===== src/rtl/aqua_sensor_pkg.sv =====
// Shared definitions for the aqua ultrasonic sensor path: FSM state
// encodings and the distance-to-echo-width conversion constants.
package aqua_sensor_pkg;

    typedef enum logic [3:0] {
        OCIOSO       = 4'd0,
        MEDE_TRIGGER = 4'd1,
        ATRASO       = 4'd2,
        ECO          = 4'd3,
        PAUSA        = 4'd4
    } estado_t;

    localparam int unsigned US_PER_CM   = 58;
    localparam int unsigned MAX_DIST_CM = 400;
    localparam int unsigned MAX_ECHO_US = 38000;

    // Echo width in microseconds for a distance in cm. A zero or
    // beyond-range distance reports the sensor's "no object" width.
    function automatic logic [15:0] largura_eco_us(
        input logic [8:0]  cm,
        input int unsigned us_por_cm,
        input int unsigned max_cm,
        input int unsigned max_eco_us
    );
        logic [15:0] largura;
        if ((cm != '0) && (32'(cm) <= max_cm)) begin
            largura = 16'(32'(cm) * us_por_cm);
        end else begin
            largura = 16'(max_eco_us);
        end
        return largura;
    endfunction

endpackage


===== src/rtl/hcsr04_emulador_contador_us.sv =====
// Microsecond timebase: a free-running tick generator (one pulse every
// TICK_CYCLES clocks) feeding a microsecond counter that flags the last
// tick of a loaded target. Restart clears both and loads a new target,
// so a target of N ends exactly N*TICK_CYCLES clocks after the restart.
module contador_us #(
    parameter int unsigned TICK_CYCLES = 50
) (
    input  logic        clock,
    input  logic        reset,
    input  logic        reiniciar,
    input  logic [15:0] alvo,
    output logic        tick,
    output logic        fim
);

    localparam int unsigned TW = (TICK_CYCLES > 1) ? $clog2(TICK_CYCLES) : 1;
    localparam logic [TW-1:0] TICK_ULTIMO = TW'(TICK_CYCLES - 1);

    logic [TW-1:0] tick_cnt_q, tick_cnt_d;
    logic [15:0]   us_q, us_d;
    logic [15:0]   alvo_q, alvo_d;

    assign tick = (tick_cnt_q == TICK_ULTIMO);
    // fim marks the edge on which the counter would reach the target
    assign fim  = tick && ((us_q + 16'd1) == alvo_q);

    // Next-state for the tick divider, microsecond count and target
    always_comb begin
        tick_cnt_d = tick ? '0 : tick_cnt_q + TW'(1);
        us_d       = tick ? us_q + 16'd1 : us_q;
        alvo_d     = alvo_q;
        if (reiniciar) begin
            tick_cnt_d = '0;
            us_d       = '0;
            alvo_d     = alvo;
        end
    end

    // Timebase registers
    always_ff @(posedge clock or negedge reset) begin
        if (!reset) begin
            tick_cnt_q <= '0;
            us_q       <= '0;
            alvo_q     <= '0;
        end else begin
            tick_cnt_q <= tick_cnt_d;
            us_q       <= us_d;
            alvo_q     <= alvo_d;
        end
    end

endmodule


===== src/rtl/hcsr04_emulador.sv =====
// HC-SR04 responder model: validates the trigger width, waits the sensor
// latency, then drives echo for a width proportional to the latched
// distance, followed by a holdoff before the next trigger is accepted.
module hcsr04_emulador #(
    parameter int unsigned TICK_CYCLES   = 50,
    parameter int unsigned MIN_TRIG_US   = 10,
    parameter int unsigned ECHO_DELAY_US = 400,
    parameter int unsigned US_PER_CM     = aqua_sensor_pkg::US_PER_CM,
    parameter int unsigned MAX_DIST_CM   = aqua_sensor_pkg::MAX_DIST_CM,
    parameter int unsigned MAX_ECHO_US   = aqua_sensor_pkg::MAX_ECHO_US,
    parameter int unsigned HOLDOFF_US    = 60
) (
    input  logic        clock,
    input  logic        reset,
    input  logic        habilita,
    input  logic        trigger,
    input  logic [8:0]  distancia_cm,
    output logic        echo,
    output logic        ocupado,
    output logic [15:0] medidas,
    output logic [3:0]  db_estado
);

    import aqua_sensor_pkg::*;

    localparam int unsigned MIN_TRIG_CYC = MIN_TRIG_US * TICK_CYCLES;
    localparam int unsigned CW           = $clog2(MIN_TRIG_CYC + 1);

    logic          trig_meta_q, trig_s_q, trig_ant_q;
    logic          trig_sobe, trig_desce;

    estado_t       estado_q, estado_d;
    logic [CW-1:0] cont_q, cont_d;
    logic [8:0]    dist_q, dist_d;
    logic [15:0]   medidas_q, medidas_d;
    logic          echo_q, echo_d;
    logic          ocupado_q, ocupado_d;

    logic          reiniciar;
    logic [15:0]   alvo;
    logic          tick_us;
    logic          fim;

    contador_us #(
        .TICK_CYCLES(TICK_CYCLES)
    ) u_contador_us (
        .clock    (clock),
        .reset    (reset),
        .reiniciar(reiniciar),
        .alvo     (alvo),
        .tick     (tick_us),
        .fim      (fim)
    );

    // Two-flop synchronizer for trigger plus a delayed copy for edge detection
    always_ff @(posedge clock or negedge reset) begin
        if (!reset) begin
            trig_meta_q <= 1'b0;
            trig_s_q    <= 1'b0;
            trig_ant_q  <= 1'b0;
        end else begin
            trig_meta_q <= trigger;
            trig_s_q    <= trig_meta_q;
            trig_ant_q  <= trig_s_q;
        end
    end

    assign trig_sobe  = trig_s_q & ~trig_ant_q;
    assign trig_desce = ~trig_s_q & trig_ant_q;

    // Measurement sequencing; timed states restart the timebase on entry
    always_comb begin
        estado_d  = estado_q;
        cont_d    = cont_q;
        dist_d    = dist_q;
        medidas_d = medidas_q;
        reiniciar = 1'b0;
        alvo      = '0;

        if (!habilita) begin
            estado_d = OCIOSO;
        end else begin
            unique case (estado_q)
                OCIOSO: begin
                    if (trig_sobe) begin
                        estado_d = MEDE_TRIGGER;
                        cont_d   = CW'(1);
                    end
                end
                MEDE_TRIGGER: begin
                    if (trig_desce) begin
                        if (cont_q >= CW'(MIN_TRIG_CYC)) begin
                            dist_d    = distancia_cm;
                            estado_d  = ATRASO;
                            reiniciar = 1'b1;
                            alvo      = 16'(ECHO_DELAY_US);
                        end else begin
                            estado_d = OCIOSO;
                        end
                    end else if (trig_s_q && (cont_q != '1)) begin
                        cont_d = cont_q + CW'(1);
                    end
                end
                ATRASO: begin
                    if (fim) begin
                        estado_d  = ECO;
                        reiniciar = 1'b1;
                        alvo      = largura_eco_us(dist_q, US_PER_CM,
                                                   MAX_DIST_CM, MAX_ECHO_US);
                    end
                end
                ECO: begin
                    if (fim) begin
                        estado_d  = PAUSA;
                        medidas_d = medidas_q + 16'd1;
                        reiniciar = 1'b1;
                        alvo      = 16'(HOLDOFF_US);
                    end
                end
                PAUSA: begin
                    if (fim) begin
                        estado_d = OCIOSO;
                    end
                end
                default: begin
                    estado_d = OCIOSO;
                end
            endcase
        end

        // Outputs follow the next state so they are registered with it
        echo_d    = (estado_d == ECO);
        ocupado_d = (estado_d != OCIOSO);
    end

    // State, latched distance and registered outputs
    always_ff @(posedge clock or negedge reset) begin
        if (!reset) begin
            estado_q  <= OCIOSO;
            cont_q    <= '0;
            dist_q    <= '0;
            medidas_q <= '0;
            echo_q    <= 1'b0;
            ocupado_q <= 1'b0;
        end else begin
            estado_q  <= estado_d;
            cont_q    <= cont_d;
            dist_q    <= dist_d;
            medidas_q <= medidas_d;
            echo_q    <= echo_d;
            ocupado_q <= ocupado_d;
        end
    end

    assign echo      = echo_q;
    assign ocupado   = ocupado_q;
    assign medidas   = medidas_q;
    assign db_estado = estado_q;

endmodule


===== config.mk =====
export PLATFORM = sky130hd
export DESIGN_NAME = hcsr04_emulador
export DESIGN_NICKNAME = d
export VERILOG_FILES = /design/src/rtl/aqua_sensor_pkg.sv /design/src/rtl/hcsr04_emulador_contador_us.sv /design/src/rtl/hcsr04_emulador.sv
export SDC_FILE = /design/constraint.sdc
export NUM_CORES = 1
export LEC_CHECK = 0
export CAP_MARGIN = 5
export CORE_ASPECT_RATIO = 0.6
export CORE_UTILIZATION = 60
export DETAILED_ROUTE_END_ITERATION = 8
export GPL_ROUTABILITY_DRIVEN = 0
export GPL_TIMING_DRIVEN = 0
export PLACE_DENSITY_LB_ADDON = 0.05
export REMOVE_ABC_BUFFERS = 1
export SYNTH_ARGS = -nofsm -noshare
export SYNTH_HDL_FRONTEND = slang
export SYNTH_SLANG_ARGS = --single-unit
export TNS_END_PERCENT = 10

===== constraint.sdc =====
create_clock -name clock -period 4.9 [get_ports clock]
set_input_delay 0.98 -clock clock [delete_from_list [all_inputs] [get_ports clock]]
set_output_delay 0.98 -clock clock [all_outputs]
set_load 0.1 [all_outputs]

Word level (Yosys, flattened, before mapping)

Index checks and enable logic that the tools add are counted.

Register bits: 81
Input port bits: 13
Output and inout port bits: 22

Add/subtract/negate cells: 4
Multiply operators: 1
Order comparisons: 2
Equal/unequal tests: 11
Muxes and demuxes: 28
Bitwise logic cells: 4
Reductions and logical operators: 12

Operators with widths:

| operator                | number |
|---|---|
| $mux W16                | 5 |
| $pmux W16 S3            | 1 |
| $mux W9                 | 5 |
| $add A16 B1 Y16 const B | 2 |
| $mux W4                 | 6 |
| $pmux W4 S5             | 1 |
| $mux W6                 | 3 |
| $pmux W9 S2             | 1 |
| $eq A16 B16 Y1          | 1 |
| $mul A9 B5 Y14 const B  | 1 |
| $eq A4 B2 Y1 const B    | 3 |
| $add A9 B1 Y9 const B   | 1 |
| $ge A9 B9 Y1 const B    | 1 |
| $le A9 B9 Y1 const B    | 1 |
| $ne A9 B9 Y1 const B    | 1 |
| $reduce_bool A9 Y1      | 1 |
| $add A6 B1 Y6 const B   | 1 |
| $eq A6 B6 Y1 const B    | 1 |
| $ne A2 B2 Y1 const B    | 3 |
| $reduce_and A5 Y1       | 1 |
| $eq A4 B1 Y1 const B    | 1 |
| $eq A4 B3 Y1 const B    | 1 |
| $logic_not A4 Y1        | 1 |
| $mux W1                 | 4 |
| other kinds (10)        | 15 |

Depth between registers and ports, before layout

Depth after elaboration: 7
Depth in mapped cells: 15

Hierarchy

Synthesis repeated with hierarchy kept, for this count alone.

Cell total of the unflattened synthesis: 551
Area, all modules: 5,450.2 sq um

By module, submodules not included:

| module          | instances | cells an instance | area each (sq um) |
|---|---|---|---|
| hcsr04_emulador | 1         | 340               | 3,344.5 |
| contador_us     | 1         | 211               | 2,105.8 |

Least setup slack after synthesis

No wires, ideal clock.

Kind: flip-flop to flip-flop
Start: reg dist_q[1]
End: reg u_contador_us.alvo_q[14]
Setup time: 0.084 ns
Arrival: 3.489 ns
Setup slack: 1.327 ns
Stages on the path, launching flop included: 15
Period minus slack after synthesis: 3.573 ns
Path through: dfrtp_1 inv_1 fa_1 inv_1 ha_1 fa_1 ha_1 nor2b_1 o21ai_0 a21boi_0 o21ai_0 a21oi_1 and4_1 or3_1 o22ai_1

Longest elaborated chain between the ends: 6

RTL lines:

| what                                                                   | RTL line                          | RTL |
|---|---|---|
| from (decl)                                                            | hcsr04_emulador.sv:34             | `logic [8:0] dist_q, dist_d;` |
| from (signal assigned)                                                 | hcsr04_emulador.sv:148            | `dist_q <= dist_d;` |
| parallel branches: the longest is 2 deep, another holds $mul A9 B5 Y14 | -                                 |  |
| $mux W16 *                                                             | aqua_sensor_pkg.sv:26             | `if ((cm != '0) && (32'(cm) <= max_cm)) begin` |
| $mux W16 *                                                             | hcsr04_emulador.sv:105            | `if (fim) begin` |
| $pmux W16 S3 *                                                         | hcsr04_emulador.sv:83             | `unique case (estado_q)` |
| $mux W16 *                                                             | hcsr04_emulador.sv:80             | `if (!habilita) begin` |
| to (signal assigned)                                                   | hcsr04_emulador_contador_us.sv:48 | `alvo_q <= alvo_d;` |
| to (decl)                                                              | hcsr04_emulador_contador_us.sv:21 | `logic [15:0] alvo_q, alvo_d;` |

Every way passes the cells marked *.
A chain may end at the register's enable or synchronous reset.

Final worst setup path

Start: reg u_contador_us.tick_cnt_q[1]
End: reg medidas_q[1] (netlist: medidas[1])

Longest elaborated chain between the ends: 3

RTL lines:

| what                        | RTL line                          | RTL |
|---|---|---|
| from (decl)                 | hcsr04_emulador_contador_us.sv:19 | `logic [TW-1:0] tick_cnt_q, tick_cnt_d;` |
| from (signal assigned)      | hcsr04_emulador_contador_us.sv:46 | `tick_cnt_q <= tick_cnt_d;` |
| $eq A6 B6 Y1                | hcsr04_emulador_contador_us.sv:23 | `assign tick = (tick_cnt_q == TICK_ULTIMO);` |
| $logic_and A1 B1 Y1         | hcsr04_emulador_contador_us.sv:25 | `assign fim = tick && ((us_q + 16'd1) == alvo_q);` |
| $reduce_and A3 Y1 (no line) | -                                 |  |
| to (signal assigned)        | hcsr04_emulador.sv:149            | `medidas_q <= medidas_d;` |
| to (decl)                   | hcsr04_emulador.sv:35             | `logic [15:0] medidas_q, medidas_d;` |

Every way passes these cells.

==> impl_metrics.csv <==
group,metric,value,unit
timing,hold_viol,0,
clock_network,cts.reportedPaths.clkPinSlew,0.06,ns
routing,vias,4341,
timing,slew_headroom,0.0858,
logic_synthesis,synth.area.top_cells,"dfrtp_1, ha_1, xnor2_1",
clock_network,postCtsSetupRepairBufs,0,
final_layout,fin_util,0.718,
clock_network,clk_path_buf_depth,2,
critical_path,r2r_slack,0.69,ns
routing,post_drt_wl_per_cell,16.4,µm
routing,detail_route.first_pass.iterations,5,
power_and_ir_drop,p_leak,0.00291,µW
critical_path,regToRegStartpoint,"u_contador_us.tick_cnt_q[1]",
floorplan,dieArea,9780,µm²
floorplan,chipHeight,77.0,µm
critical_path,start_kind,"flip-flop",
clock_network,clock_latency,0.35,ns
logic_synthesis,yosys_warnings,0,
logic_synthesis,ys_ff_latch,80,
logic_synthesis,syn_area_per_cell,9.52,µm²
global_route,grtUsageMet3,0.0586,
timing,fin_skew,0.00830,ns
timing,fin_crit,4.21,ns
min_path,worstHoldEndpoint,"trig_s_q",
critical_path,crit_fanout,18,
min_path,min_path_cells,0,
logic_synthesis,synthesis.area,5620,µm²
global_route,grt_pass1_wl,20.9,mm
final_layout,fillers,677,
routing,routed_wl,12.0,mm
final_layout,area_growth,12.1,%
timing,period_share,0.860,
critical_path,crit_path_end_kind,"flip-flop",
clock_network,clockRootBuffer,"clkbuf_16",
critical_path,timing.rr.end,"medidas[1]",
global_route,grtUsageTotal,0.271,
global_route,gr-usage-met2,0.423,
critical_path,r2r_cells,10,
clock_network,cts_made_buffers,9,
critical_path,crit_type,"flip-flop to flip-flop",
timing,fin_hold_ws,0.352,ns
floorplan,start_util,0.640,
clock_network,cts_hold_buf,0,
logic_synthesis,yosysTopAreaCell,"dfrtp_1",
global_route,top_usage_layer,"met2",
routing,vias_per_cell,5.92,
floorplan,core_area,8780,µm²
logic_synthesis,netlist_instances,591,
floorplan,rows,26,
timing,rsz0062_at_grt,"no",
final_layout,layout_common_cells,"dfrtp_1, inv_1, nand2_1, ha_1, nor2_1",
clock_network,htree_levels,3,
global_route,antenna_found_initial,0,
critical_path,slowest_delay,1.13,ns
place,dpl.hpwl,8.84,mm
floorplan,die_w,127,µm
final_layout,finalNetCount,686,
min_path,hold_class,"flip-flop to flip-flop",
final_layout,final_common_cell,"dfrtp_1",
power_and_ir_drop,p_per_area,224,nW/µm²
timing,max_slew.worst_pin.slew,1.36,ns
critical_path,critPathBufInv,1,
clock_network,cts_tree,"done",
global_route,grtUsageMet1,0.383,
global_route,grt_pass1_vias,4313,
routing,dr.first_iter.drc_count,413,
place,portBuffers,34,
final_layout,diodes,0,
min_path,min_from,"trig_meta_q",
critical_path,cp.required,5.13,ns
timing,timing.setup.tns,0,ns
run,cap_viol_max_count,0,
final_layout,drive_gt1_frac,0.0757,
critical_path,worstPathCellList,"inv_1, ha_1, nand4b_1, nor2_1, o21ai_0, a2111oi_2, nand4_1, nor4_4, nand3_4, mux2_4",
power_and_ir_drop,p_total,1410,µW
routing,drcViolationCount,0,
logic_synthesis,yosysUniqueCellTypes,68,
routing,antenna_left,0,
global_route,grt_max_degree,44,
logic_synthesis,yosysSeqAreaShare,0.356,
floorplan,pin_count,35,
power_and_ir_drop,ir_drop,0.178,mV
clock_network,clock-sinks,80,
logic_synthesis,synth-edff-count,0,
logic_synthesis,synth_ff_type,"dfrtp_1",
outcome,status,"completed",
timing,drv_slew,0,
clock_network,ctsResizeCount,0,
logic_synthesis,synth_top_area_frac,0.356,
logic_synthesis,async_reset_ff_frac,1.00,
critical_path,cpMaxStageDelayCell,"nor4_4",
timing,fmax,0.237,GHz
critical_path,crit_family,"simple AND/OR/NAND/NOR gates",
global_route,grt.overflow.total,0,
critical_path,arrival,4.44,ns
timing,finalSetupViolations,0,
==> layer usage <==
metal	routed length, µm	vias to the layer above
met1	5760	2110
met3	686	14
li1	-	2091
met5	0	-
met2	5420	126
met4	119	0
==> synthesized netlist by cell type, types with 7 or more instances <==
cell type / number
a21oi_1: 19
fa_1: 13
and3_1: 14
dfrtp_1: 80
or3_1: 7
xnor2_1: 38
nand2_1: 46
ha_1: 44
nor2_1: 43
inv_1: 50
nand4_1: 16
o21ai_0: 25
nor2b_1: 7
nor3_1: 22
buf_2: 9
nand3_1: 20
xor2_1: 23
mux2i_1: 12
==> state kept, by name, indices dropped and copies added, names as in the netlist <==
| name | count |
|---|---|
| medidas | 16 |
| db_estado | 4 |
| u_contador_us.alvo_q | 15 |
| u_contador_us.us_q | 16 |
| trig_s_q | 1 |
| dist_q | 9 |
| echo | 1 |
| cont_q | 9 |
| u_contador_us.tick_cnt_q | 6 |
| trig_ant_q | 1 |
| trig_meta_q | 1 |
| ocupado | 1 |
==> kinds of logic (layout without fill, tap and decap cells) <==
kind of cell               after synthesis  count (layout)  synth area share
adders and majority gates               58              58             0.146
xor gates and xnor gates                61              61            0.0950
AOI/OAI and AO/OA                       85              85             0.101
DFF                                     80              80             0.356
buffers and inverters                   73             103            0.0576
other                                    1               1          0.000667
muxes                                   13              13            0.0240
and+or+nand+nor                        220             220             0.220
==> power by group <==
| group | internal, µW | switching, µW | total, µW |
|---|---|---|---|
| registers | 672 | 14.0 | 686 |
| clock network | 394 | 276 | 670 |
| logic | 22.5 | 33.8 | 56.2 |
==> final cells by class <==
cell class                 instances  area, µm²  area share
clock inverter                     7       72.6      0.0115
timing repair buffer              37        375      0.0595
multi-input combinational        438       3300       0.524
tap                              112        140      0.0222
inverter                          50        188      0.0298
clock buffer                       9        225      0.0357
sequential                        80       2000       0.317
==> per-stage QoR <==
step	std cells	instance area, µm²	worst slack [ns]
3_3_place_gp	714	5970	0.00618
6_report	733	6310	0.687
4_1_cts	733	6310	0.755
3_5_place_dp	717	6010	0.738
2_1_floorplan	568	5490	1.16
5_1_grt	733	6310	0.496
==> worst max path at each step <==
stage                                           start                      end  slack, ns  cells after the start
after detailed placement  u_contador_us.tick_cnt_q[1]               medidas[1]       0.74                     10
after global routing      u_contador_us.tick_cnt_q[1]  u_contador_us.alvo_q[8]       0.50                     10
after global placement                          reset                cont_q[6]      0.006                      1
after floorplan                          db_estado[0]  u_contador_us.alvo_q[1]       1.16                      5
after CTS                 u_contador_us.tick_cnt_q[1]               medidas[1]       0.76                     10
final                     u_contador_us.tick_cnt_q[1]               medidas[1]       0.69                     10
Power figures use the tool's default switching activity.
